$ cat src/rtl/instr_mem_loader_if.sv
// Byte-stream and instruction-memory write bus of the boot loader.
// Ports: byte_valid/byte_data/byte_ready (stream), im_we/im_addr/im_wd (memory write).
// slave = the loader's view, master = the stream source / memory-side observer.
interface instr_mem_loader_if;
  logic        byte_valid;
  logic [7:0]  byte_data;
  logic        byte_ready;
  logic        im_we;
  logic [31:0] im_addr;
  logic [31:0] im_wd;

  modport master (
    output byte_valid, byte_data,
    input  byte_ready, im_we, im_addr, im_wd
  );

  modport slave (
    input  byte_valid, byte_data,
    output byte_ready, im_we, im_addr, im_wd
  );
endinterface

$ cat src/rtl/instr_mem_loader.sv
// Boot-time loader: takes a framed byte stream (LEN_LO, LEN_HI, 4*N payload, XOR checksum),
// packs little-endian words and writes them to instruction memory, holding the core in reset meanwhile.
// Latency: one registered write cycle after each 4th byte; done/error/core_rst_n one cycle after CHK.
// Backpressure: byte_ready is a pure state decode, one byte per cycle, no stall for memory writes.
// Ports: clk, rst (async active-low), start, bus (slave: stream in, memory write out),
//        core_rst_n, busy, done, error.
module instr_mem_loader #(
  parameter logic [31:0] BASE_ADDR = 32'h0000_0000,
  parameter int          MAX_WORDS = 1024
) (
  input  logic               clk,
  input  logic               rst,
  input  logic               start,
  instr_mem_loader_if.slave  bus,
  output logic               core_rst_n,
  output logic               busy,
  output logic               done,
  output logic               error
);

  typedef enum logic [2:0] {
    ST_IDLE,
    ST_LEN0,
    ST_LEN1,
    ST_DATA,
    ST_CHECK,
    ST_DONE,
    ST_ERR
  } state_t;

  localparam logic [16:0] MAX_W = 17'(MAX_WORDS);

  state_t      state, state_next;
  logic [15:0] len;
  logic [15:0] word_idx;
  logic [1:0]  byte_idx;
  logic [7:0]  acc;
  logic [23:0] word_buf;   // lanes 0..2; lane 3 arrives with the write itself

  logic        xfer;
  logic [15:0] len_full;
  logic [15:0] word_idx_inc;

  assign xfer         = bus.byte_valid && bus.byte_ready;
  assign len_full     = {bus.byte_data, len[7:0]};
  assign word_idx_inc = word_idx + 16'd1;

  assign bus.byte_ready = (state == ST_LEN0) || (state == ST_LEN1) ||
                          (state == ST_DATA) || (state == ST_CHECK);
  assign busy  = bus.byte_ready;
  assign done  = (state == ST_DONE);
  assign error = (state == ST_ERR);

  always_ff @(posedge clk or negedge rst) begin
    if (!rst) begin
      state <= ST_IDLE;
    end else begin
      state <= state_next;
    end
  end

  always_comb begin
    state_next = state;
    case (state)
      ST_IDLE, ST_DONE, ST_ERR: begin
        if (start) state_next = ST_LEN0;
      end
      ST_LEN0: begin
        if (xfer) state_next = ST_LEN1;
      end
      ST_LEN1: begin
        if (xfer) begin
          if (len_full == 16'd0 || {1'b0, len_full} > MAX_W) state_next = ST_ERR;
          else                                                 state_next = ST_DATA;
        end
      end
      ST_DATA: begin
        if (xfer && byte_idx == 2'd3 && word_idx_inc == len) state_next = ST_CHECK;
      end
      ST_CHECK: begin
        if (xfer) begin
          if (bus.byte_data == acc) state_next = ST_DONE;
          else                      state_next = ST_ERR;
        end
      end
      default: state_next = ST_IDLE;
    endcase
  end

  // Datapath. core_rst_n is decoded from the next state so it moves together with
  // the state register (and is low throughout reset, rising at the first edge after).
  always_ff @(posedge clk or negedge rst) begin
    if (!rst) begin
      len        <= '0;
      word_idx   <= '0;
      byte_idx   <= '0;
      acc        <= '0;
      word_buf   <= '0;
      bus.im_we  <= 1'b0;
      bus.im_addr <= '0;
      bus.im_wd  <= '0;
      core_rst_n <= 1'b0;
    end else begin
      bus.im_we  <= 1'b0;
      core_rst_n <= (state_next == ST_IDLE) || (state_next == ST_DONE);
      case (state)
        ST_IDLE, ST_DONE, ST_ERR: begin
          if (start) begin
            word_idx <= '0;
            byte_idx <= '0;
            acc      <= '0;
          end
        end
        ST_LEN0: begin
          if (xfer) len[7:0] <= bus.byte_data;
        end
        ST_LEN1: begin
          if (xfer) len[15:8] <= bus.byte_data;
        end
        ST_DATA: begin
          if (xfer) begin
            acc      <= acc ^ bus.byte_data;
            byte_idx <= byte_idx + 2'd1;
            case (byte_idx)
              2'd0: word_buf[7:0]   <= bus.byte_data;
              2'd1: word_buf[15:8]  <= bus.byte_data;
              2'd2: word_buf[23:16] <= bus.byte_data;
              default: begin
                bus.im_we   <= 1'b1;
                bus.im_wd   <= {bus.byte_data, word_buf};
                bus.im_addr <= BASE_ADDR + {14'd0, word_idx, 2'b00};
                word_idx    <= word_idx_inc;
              end
            endcase
          end
        end
        default: ;
      endcase
    end
  end

endmodule

$ cat src/flat_wrapper.sv
// flat-port wrapper written by rule: the top's interface ports become plain ports
module instr_mem_loader_flat 
#(
  parameter logic [31:0] BASE_ADDR = 32'h0000_0000,
  parameter int          MAX_WORDS = 1024
)
  (clk, rst, start, core_rst_n, busy, done, error, bus_byte_valid, bus_byte_data, bus_byte_ready, bus_im_we, bus_im_addr, bus_im_wd);
  instr_mem_loader_if bus_i ();
  input  logic clk;
  input  logic rst;
  input  logic start;
  output logic core_rst_n;
  output logic busy;
  output logic done;
  output logic error;
  input wire logic [$bits(bus_i.byte_valid)-1:0] bus_byte_valid;
  input wire logic [$bits(bus_i.byte_data)-1:0] bus_byte_data;
  output wire logic [$bits(bus_i.byte_ready)-1:0] bus_byte_ready;
  output wire logic [$bits(bus_i.im_we)-1:0] bus_im_we;
  output wire logic [$bits(bus_i.im_addr)-1:0] bus_im_addr;
  output wire logic [$bits(bus_i.im_wd)-1:0] bus_im_wd;
  assign bus_i.byte_valid = bus_byte_valid;
  assign bus_i.byte_data = bus_byte_data;
  assign bus_byte_ready = bus_i.byte_ready;
  assign bus_im_we = bus_i.im_we;
  assign bus_im_addr = bus_i.im_addr;
  assign bus_im_wd = bus_i.im_wd;
  instr_mem_loader #(.BASE_ADDR(BASE_ADDR), .MAX_WORDS(MAX_WORDS)) u_core (.clk(clk), .rst(rst), .start(start), .bus(bus_i), .core_rst_n(core_rst_n), .busy(busy), .done(done), .error(error));
endmodule
$ cat config.mk
export PLATFORM = sky130hd
export DESIGN_NAME = instr_mem_loader_flat
export DESIGN_NICKNAME = d
export VERILOG_FILES = /design/src/rtl/instr_mem_loader_if.sv /design/src/rtl/instr_mem_loader.sv /design/src/flat_wrapper.sv
export SDC_FILE = /design/constraint.sdc
export NUM_CORES = 1
export LEC_CHECK = 0
export BUFFER_PORTS_ARGS = -buffer_cell sky130_fd_sc_hd__buf_2
export CORE_MARGIN = 3
export CORE_UTILIZATION = 52
export CTS_CLUSTER_DIAMETER = 50
export CTS_CLUSTER_SIZE = 8
export DETAILED_ROUTE_END_ITERATION = 8
export MAX_ROUTING_LAYER = met4
export PLACE_DENSITY = 0.82
export SLEW_MARGIN = 10
export SYNTH_ARGS = -nofsm -noshare
export SYNTH_HDL_FRONTEND = slang
export SYNTH_SLANG_ARGS = --single-unit
$ cat constraint.sdc
create_clock -name clk -period 2.4 [get_ports clk]
set_input_delay 0 -clock clk [delete_from_list [all_inputs] [get_ports clk]]
set_output_delay 0 -clock clk [all_outputs]
set_load 0.005 [all_outputs]
==> impl_metrics.json, run 1 <==
{
  "slew_headroom_pct": 52.8,
  "diodes": 0,
  "core_um2": 10600,
  "tritoncts": "built",
  "setup.worst_path.start_class": "flip-flop",
  "boundaryPins": 82,
  "insertion_delay_ns": 0.52,
  "power.switching_mw": 2.23,
  "vdd.ir_drop.worst_mv": 0.640,
  "grt_usage_pct": 24.0,
  "critical_path_class": "reg -> reg",
  "synthDominantCellAreaShare_pct": 51.2,
  "detail_route.wl_per_cell_um": 17.2,
  "detail_route.iter0.violations": 313,
  "synth.top_cells.by_area": "sky130_fd_sc_hd__dfrtp_1, sky130_fd_sc_hd__nand2_1, sky130_fd_sc_hd__mux2_2",
  "port_buffers": 65,
  "commonest_cells_after_routing_fill_and_taps_aside": "sky130_fd_sc_hd__nand2_1, sky130_fd_sc_hd__dfrtp_1, sky130_fd_sc_hd__buf_2",
  "clock_tree.htree_level_count": 4,
  "synth.lib_cells_used.distinct": 59,
  "floorplan.initialDensity_pct": 54.8,
  "grt_pass1_wl_mm": 23.4,
  "die-width_um": 112,
  "cts.path.max_buffers": 2,
  "post_route_cells_drive_above_1_share_pct": 24.6,
  "rr_worst_depth": 6,
  "timing_max_transition_violations_final": 0,
  "viasPerCell": 5.53,
  "num_cts_buffers": 17,
  "power.density_cell_area_nw_per_um2": 992,
  "fin_total_pwr_mw": 6.87,
  "pwr-share-clk_pct": 35.3,
  "power_report.internal_total_mw": 4.64,
  "worst_ep_required_time_ns": 2.86,
  "total_drc_errors_in_the_routed_layout": 0,
  "hold_path_class": "in -> async",
  "dr.pass1.iters": 5,
  "place_congestion": 0.889,
  "via_count": 4597,
  "cts_num_sinks": 119,
  "syn_inst": 611,
  "synth.cell_area_um2": 5810,
  "power_leakage_nw": 3.53,
  "pwr-share-seq_pct": 41.7,
  "fp.dieArea_um2": 12500,
  "antenna_found_initial": 0,
  "postPlaceCellArea_um2": 6210,
  "setup_viol": 0,
  "drv_cap": 0,
  "seqCellArea_um2": 2980,
  "die_h_um": 112,
  "finish.net_count": 700,
  "tightest_slew_ns": 0.709,
  "cts_root_buffer": "sky130_fd_sc_hd__clkbuf_8",
  "area_growth_pct": 19.2,
  "overflow": 0,
  "final.min_clock_period_ns": 2.29,
  "grt_start_max_net_pins": 70,
  "antenna_left": 0,
  "yosysWarnings": 0,
  "clk_pin_slew_worst_paths_ns": 0.06,
  "hold_viol_final": 0,
  "core.rowCount": 37,
  "crit_path_end_kind": "flip-flop",
  "ys_dominant_reg_cell": "sky130_fd_sc_hd__dfrtp_1",
  "multiInputGateArea_um2": 2570,
  "synth-seq-cells": 119,
  "post-route-period-util_pct": 95.4,
  "status": "finished clean",
  "comb_power_share_pct": 23.0,
  "post-cts-setup-buffers": 0,
  "max_clock_freq_mhz": 437,
  "worst_slack_ns": 0.110,
  "dpl_worst_slack_ns": 0.144,
  "vias_in_the_first_global_route": 4803,
  "netlist.top_cell.by_area": "sky130_fd_sc_hd__dfrtp_1",
  "layout.cells.most_common": "sky130_fd_sc_hd__nand2_1",
  "postLayoutCellArea_um2": 6930,
  "place_hpwl_mm": 9.31,
  "skew_ns": 0.00775,
  "sequential_area_share_after_synthesis_pct": 51.2,
  "finalWirelength_mm": 14.3,
  "syn-mean-instance-area_um2": 9.51,
  "synth-edff-count": 0,
  "critical_path_arrival_ns": 2.75,
  "synth_async_sr_flop_share_pct": 100,
  "switching_share_pct": 32.5,
  "number_of_filler_cells_placed_in_the_layout": 837,
  "worst-path-max-fanout": 11
}
[cells by family (layout without fill, tap and decap cells)]
logic type / count (synthesis) / count (layout) / synth area share [%]
other cells: 1 / 16 / 0.0645
buf+inv: 68 / 137 / 5.77
flops: 119 / 119 / 51.2
fa+ha+maj: 7 / 7 / 1.46
mux: 40 / 40 / 7.71
simple gates: 256 / 256 / 19.6
compound gates: 85 / 85 / 8.85
xor+xnor: 35 / 35 / 5.27
[cells in the mapped netlist, drive strengths merged, types with 2 or more instances]
cell type / number
xor2: 15
o21ai: 43
clkbuf: 27
a31oi: 2
nand2: 185
or4: 2
a21oi: 13
nand2b: 2
a311o: 2
and4: 3
ha: 6
and3: 5
xnor2: 20
o21bai: 2
o211ai: 2
buf: 29
nand3: 10
nand4: 5
nor4: 7
nor2b: 2
o2bb2ai: 2
nor3: 8
mux2i: 2
mux2: 38
o31ai: 5
and3b: 2
dfrtp: 119
nor2: 21
a31o: 2
inv: 12
o311ai: 2
[timing repair]
item,in CTS,in global routing
hold endpoints to repair,176,0
gates resized for setup,0,7
endpoints found under the setup margin,0,5
hold buffers,12,0
[power groups by stage]
stage | Clock [mW] | Combinational (mW) | Sequential, mW
6_report | 2.42 | 1.58 | 2.86
5_1_grt | 2.55 | 1.73 | 2.91
4_1_cts | 2.46 | 1.58 | 2.85
3_5_place_dp | 0 | 1.53 | 2.87
3_3_place_gp | 0 | 1.45 | 2.83
2_1_floorplan | 0 | 1.19 | 2.71
[final cells by class]
type	count	area share, %
multi-input combinational	439	37.2
sequential	119	43.0
inverter	12	0.650
clock buffer	18	6.18
clock inverter	14	2.00
timing repair buffer	93	8.52
tap	136	2.46
[metal layers]
| layer | up-vias | routed length (um) | GRT usage (%) | part of all wire [%] |
|---|---|---|---|---|
| met2 | 182 | 7320 | 39.4 | 51 |
| met1 | 2227 | 5880 | 28.7 | 41 |
| met4 | 0 | 260 | 9.00 | 1.8 |
| li1 | 2161 | - | - | - |
| met5 | - | 0 | - | 0 |
| met3 | 27 | 835 | 5.76 | 5.8 |
[path summary, 6_finish.rpt]
kind | slack, ns | startpoint | end
worst max register to register | 0.11 | u_core.word_idx[2] | u_core.state[2]
worst min-delay path | 0.04 | rst | u_core.bus.im_addr[6]
worst min register to register | 0.47 | u_core.bus.im_addr[9] | u_core.bus.im_addr[9]
worst max-delay path | 0.11 | u_core.word_idx[2] | u_core.state[2]
max in group asynchronous | 1.99 | rst | u_core.len[10]
min in group clk | 0.39 | bus_byte_data[4] | u_core.bus.im_wd[28]
[stage by stage]
| step | utilization (%) | TNS, ns | hold slack, ns | std cells |
|---|---|---|---|---|
| 6_report | 65.3 | 0 | 0.0412 | 831 |
| 3_5_place_dp | 58.6 | 0 | -0.000241 | 787 |
| 2_1_floorplan | - | 0 | -0.296 | 626 |
| 5_1_grt | 65.3 | -0.0181 | 0.0512 | 831 |
| 4_1_cts | 65.2 | 0 | 0.0249 | 831 |
| 3_3_place_gp | 58.6 | 0 | -0.0126 | 787 |
[state kept, by name, summed over array words and instances (netlist names)]
signal,flops
u_core.acc,8
u_core.bus.im_addr,16
u_core.bus.im_wd,32
u_core.bus.im_we,1
u_core.byte_idx,2
u_core.core_rst_n,1
u_core.len,16
u_core.state,3
u_core.word_buf,24
u_core.word_idx,16
[critical path: stages, from the launching register on]
cell	delay, ns
sky130_fd_sc_hd__dfrtp_1	0.53
sky130_fd_sc_hd__nand4_1	0.27
sky130_fd_sc_hd__nor2_2	0.29
sky130_fd_sc_hd__a21oi_1	0.10
sky130_fd_sc_hd__or4_4	0.55
sky130_fd_sc_hd__nor4_4	0.29
sky130_fd_sc_hd__a31o_1	0.19
No activity file was read; power rests on OpenSTA's default activity.
==> run 2: changes to the inputs <==
--- a/config.mk
+++ b/config.mk
@@ -7,12 +7,12 @@
 export LEC_CHECK = 0
 export BUFFER_PORTS_ARGS = -buffer_cell sky130_fd_sc_hd__buf_2
 export CORE_MARGIN = 3
-export CORE_UTILIZATION = 52
+export CORE_UTILIZATION = 55
 export CTS_CLUSTER_DIAMETER = 50
 export CTS_CLUSTER_SIZE = 8
 export DETAILED_ROUTE_END_ITERATION = 8
 export MAX_ROUTING_LAYER = met4
-export PLACE_DENSITY = 0.82
+export PLACE_DENSITY = 0.83
 export SLEW_MARGIN = 10
 export SYNTH_ARGS = -nofsm -noshare
 export SYNTH_HDL_FRONTEND = slang
==> constraint.sdc (replaced) <==
create_clock -name clk -period 2.8 [get_ports clk]
set_input_delay 0 -clock clk [delete_from_list [all_inputs] [get_ports clk]]
set_output_delay 0 -clock clk [all_outputs]
set_load 0.005 [all_outputs]
==> run 2 against run 1 <==
  * Combinational power decreased by 16%
  * Worst setup slack improved by 0.077 ns
  * Fmax fell by 12%
  * Wire length shrank 2.1%
  * Clock power down 13%
==> impl_metrics.json, run 2 (synthesis gave the netlist of run 1 again) <==
{
  "status": "finished clean",
  "grt_start_max_net_pins": 120,
  "postPlaceCellArea_um2": 6160,
  "post-route-period-util_pct": 93.3,
  "cts_root_buffer": "sky130_fd_sc_hd__clkbuf_8",
  "setup.worst_path.start_class": "flip-flop",
  "dpl_worst_slack_ns": 0.212,
  "total_drc_errors_in_the_routed_layout": 0,
  "commonest_cells_after_routing_fill_and_taps_aside": "sky130_fd_sc_hd__nand2_1, sky130_fd_sc_hd__dfrtp_1, sky130_fd_sc_hd__buf_2",
  "critical_path_class": "reg -> reg",
  "floorplan.initialDensity_pct": 58.1,
  "detail_route.iter0.violations": 348,
  "via_count": 4561,
  "cp_buf_inv_count": 0,
  "antenna_left": 0,
  "die-width_um": 109,
  "clk_pin_slew_worst_paths_ns": 0.06,
  "critical_path_arrival_ns": 3.06,
  "viasPerCell": 5.58,
  "setup_tns_ns": 0,
  "crit-reg2reg-capture": "u_core.state[2]",
  "layout.cells.most_common": "sky130_fd_sc_hd__nand2_1",
  "port_buffers": 65,
  "critical_path.cell_chain": "ha_1 -> nand4_1 -> nor2_1 -> a21oi_1 -> or4_4 -> nor4_4 -> a31o_1",
  "max_clock_freq_mhz": 383,
  "setup_viol": 0,
  "power.density_cell_area_nw_per_um2": 859,
  "place_congestion": 0.893,
  "hold_path_class": "in -> async",
  "grt_pass1_wl_mm": 23.4,
  "final.hold.worst_slack_ns": 0.115,
  "slew_headroom_pct": 58.0,
  "cts_resized": 0,
  "boundaryPins": 82,
  "drv_cap": 0,
  "power_report.internal_total_mw": 4.05,
  "vias_in_the_first_global_route": 4631,
  "finalWirelength_mm": 14.0,
  "timing_max_transition_violations_final": 0,
  "cp-startpoint": "u_core.word_idx[0]",
  "largestRegisters": "u_core.bus.im_wd (32), u_core.word_buf (24)",
  "vdd.ir_drop.worst_mv": 0.491,
  "core_um2": 10000,
  "final.min_clock_period_ns": 2.61,
  "diodes": 0,
  "postLayoutCellArea_um2": 6840,
  "place_hpwl_mm": 8.81,
  "rr_worst_depth": 7,
  "antenna_found_initial": 0,
  "worst_ep_required_time_ns": 3.24,
  "insertion_delay_ns": 0.51,
  "power.switching_mw": 1.82,
  "comb_power_share_pct": 22.7,
  "critPathSlowestCell": "sky130_fd_sc_hd__or4_4",
  "r2r-start": "u_core.word_idx[0]",
  "worst-path-max-fanout": 9,
  "timing.reg2reg.setup_slack_ns": 0.19,
  "fin_total_pwr_mw": 5.88,
  "crit_path_end_kind": "flip-flop",
  "pwr-share-clk_pct": 35.9,
  "post_route_cells_drive_above_1_share_pct": 22.3,
  "tightest_slew_ns": 0.630,
  "detail_route.wl_per_cell_um": 17.1,
  "hold_buffers": 11,
  "hold_viol_final": 0,
  "cts_num_sinks": 119,
  "overflow": 0,
  "critPathCapture": "u_core.state[2]",
  "area_growth_pct": 17.7,
  "switching_share_pct": 31.1,
  "skew_ns": 0.0119,
  "fp.dieArea_um2": 11800,
  "unrepaired_setup_endpoints_after_global_routing": "no",
  "cts.path.max_buffers": 2,
  "power_leakage_nw": 3.47,
  "num_cts_buffers": 17,
  "grt_usage_pct": 26.4,
  "tritoncts": "built",
  "cp.depth": 7,
  "worst_slack_ns": 0.187,
  "category_of_cells_accounting_for_the_largest_share_of_critical_path_delay": "simple AND/OR/NAND/NOR gates",
  "dr.pass1.iters": 5,
  "core.rowCount": 36,
  "clock_tree.htree_level_count": 4,
  "largest_register_ffs": 32,
  "pwr-share-seq_pct": 41.4,
  "die_h_um": 109,
  "post-cts-setup-buffers": 0,
  "finish.net_count": 691,
  "max_flop_register": "u_core.bus.im_wd",
  "worst_path_largest_cell_delay_ns": 0.56
}
[run 2: final cells by class]
type,instances,area (um2)
Sequential cell,119,2980
Multi-Input combinational cell,439,2560
Tap cell,133,166
Clock buffer,20,445
Clock inverter,11,126
Timing Repair Buffer,84,523
Inverter,12,45.0
Fill cell,773,3160
[run 2: stage by stage]
stage | instances | utilization (%)
after floorplan | 626 | -
after global placement | 776 | 61.6
after detailed placement | 776 | 61.6
after CTS | 818 | 68.4
after global routing | 818 | 68.4
final | 818 | 68.4
[run 2: power by group through the flow]
| stage | Clock [mW] | Combinational [mW] | Sequential (mW) |
|---|---|---|---|
| final | 2.11 | 1.33 | 2.43 |
| after global routing | 2.21 | 1.49 | 2.48 |
| after CTS | 2.12 | 1.34 | 2.43 |
| after detailed placement | 0 | 1.30 | 2.45 |
| after global placement | 0 | 1.24 | 2.42 |
| after floorplan | 0 | 1.02 | 2.32 |
[run 2: worst min-delay path by stage]
stage / to / start / cells after the start
6_report: u_core.bus.im_addr[16] / rst / 3
5_1_grt: u_core.bus.im_addr[5] / rst / 3
4_1_cts: u_core.bus.im_addr[16] / rst / 3
3_5_place_dp: u_core.bus.im_addr[16] / rst / 2
3_3_place_gp: u_core.bus.im_addr[16] / rst / 2
2_1_floorplan: u_core.acc[0] / rst / 0
[run 2: per-layer routing]
layer	global-route usage (%)	vias up	wire, um
li1	-	2126	-
met1	32.4	2265	6000
met2	43.9	143	7150
met3	4.50	27	600
met4	10.1	0	247
met5	-	-	0
[run 2: worst reg2reg max path, cell delays in order, from the launching register on]
cell and delay (ns):
sky130_fd_sc_hd__dfrtp_1 0.48, sky130_fd_sc_hd__ha_1 0.40, sky130_fd_sc_hd__nand4_1 0.23, sky130_fd_sc_hd__nor2_1 0.35, sky130_fd_sc_hd__a21oi_1 0.11, sky130_fd_sc_hd__or4_4 0.56
sky130_fd_sc_hd__nor4_4 0.23, sky130_fd_sc_hd__a31o_1 0.18
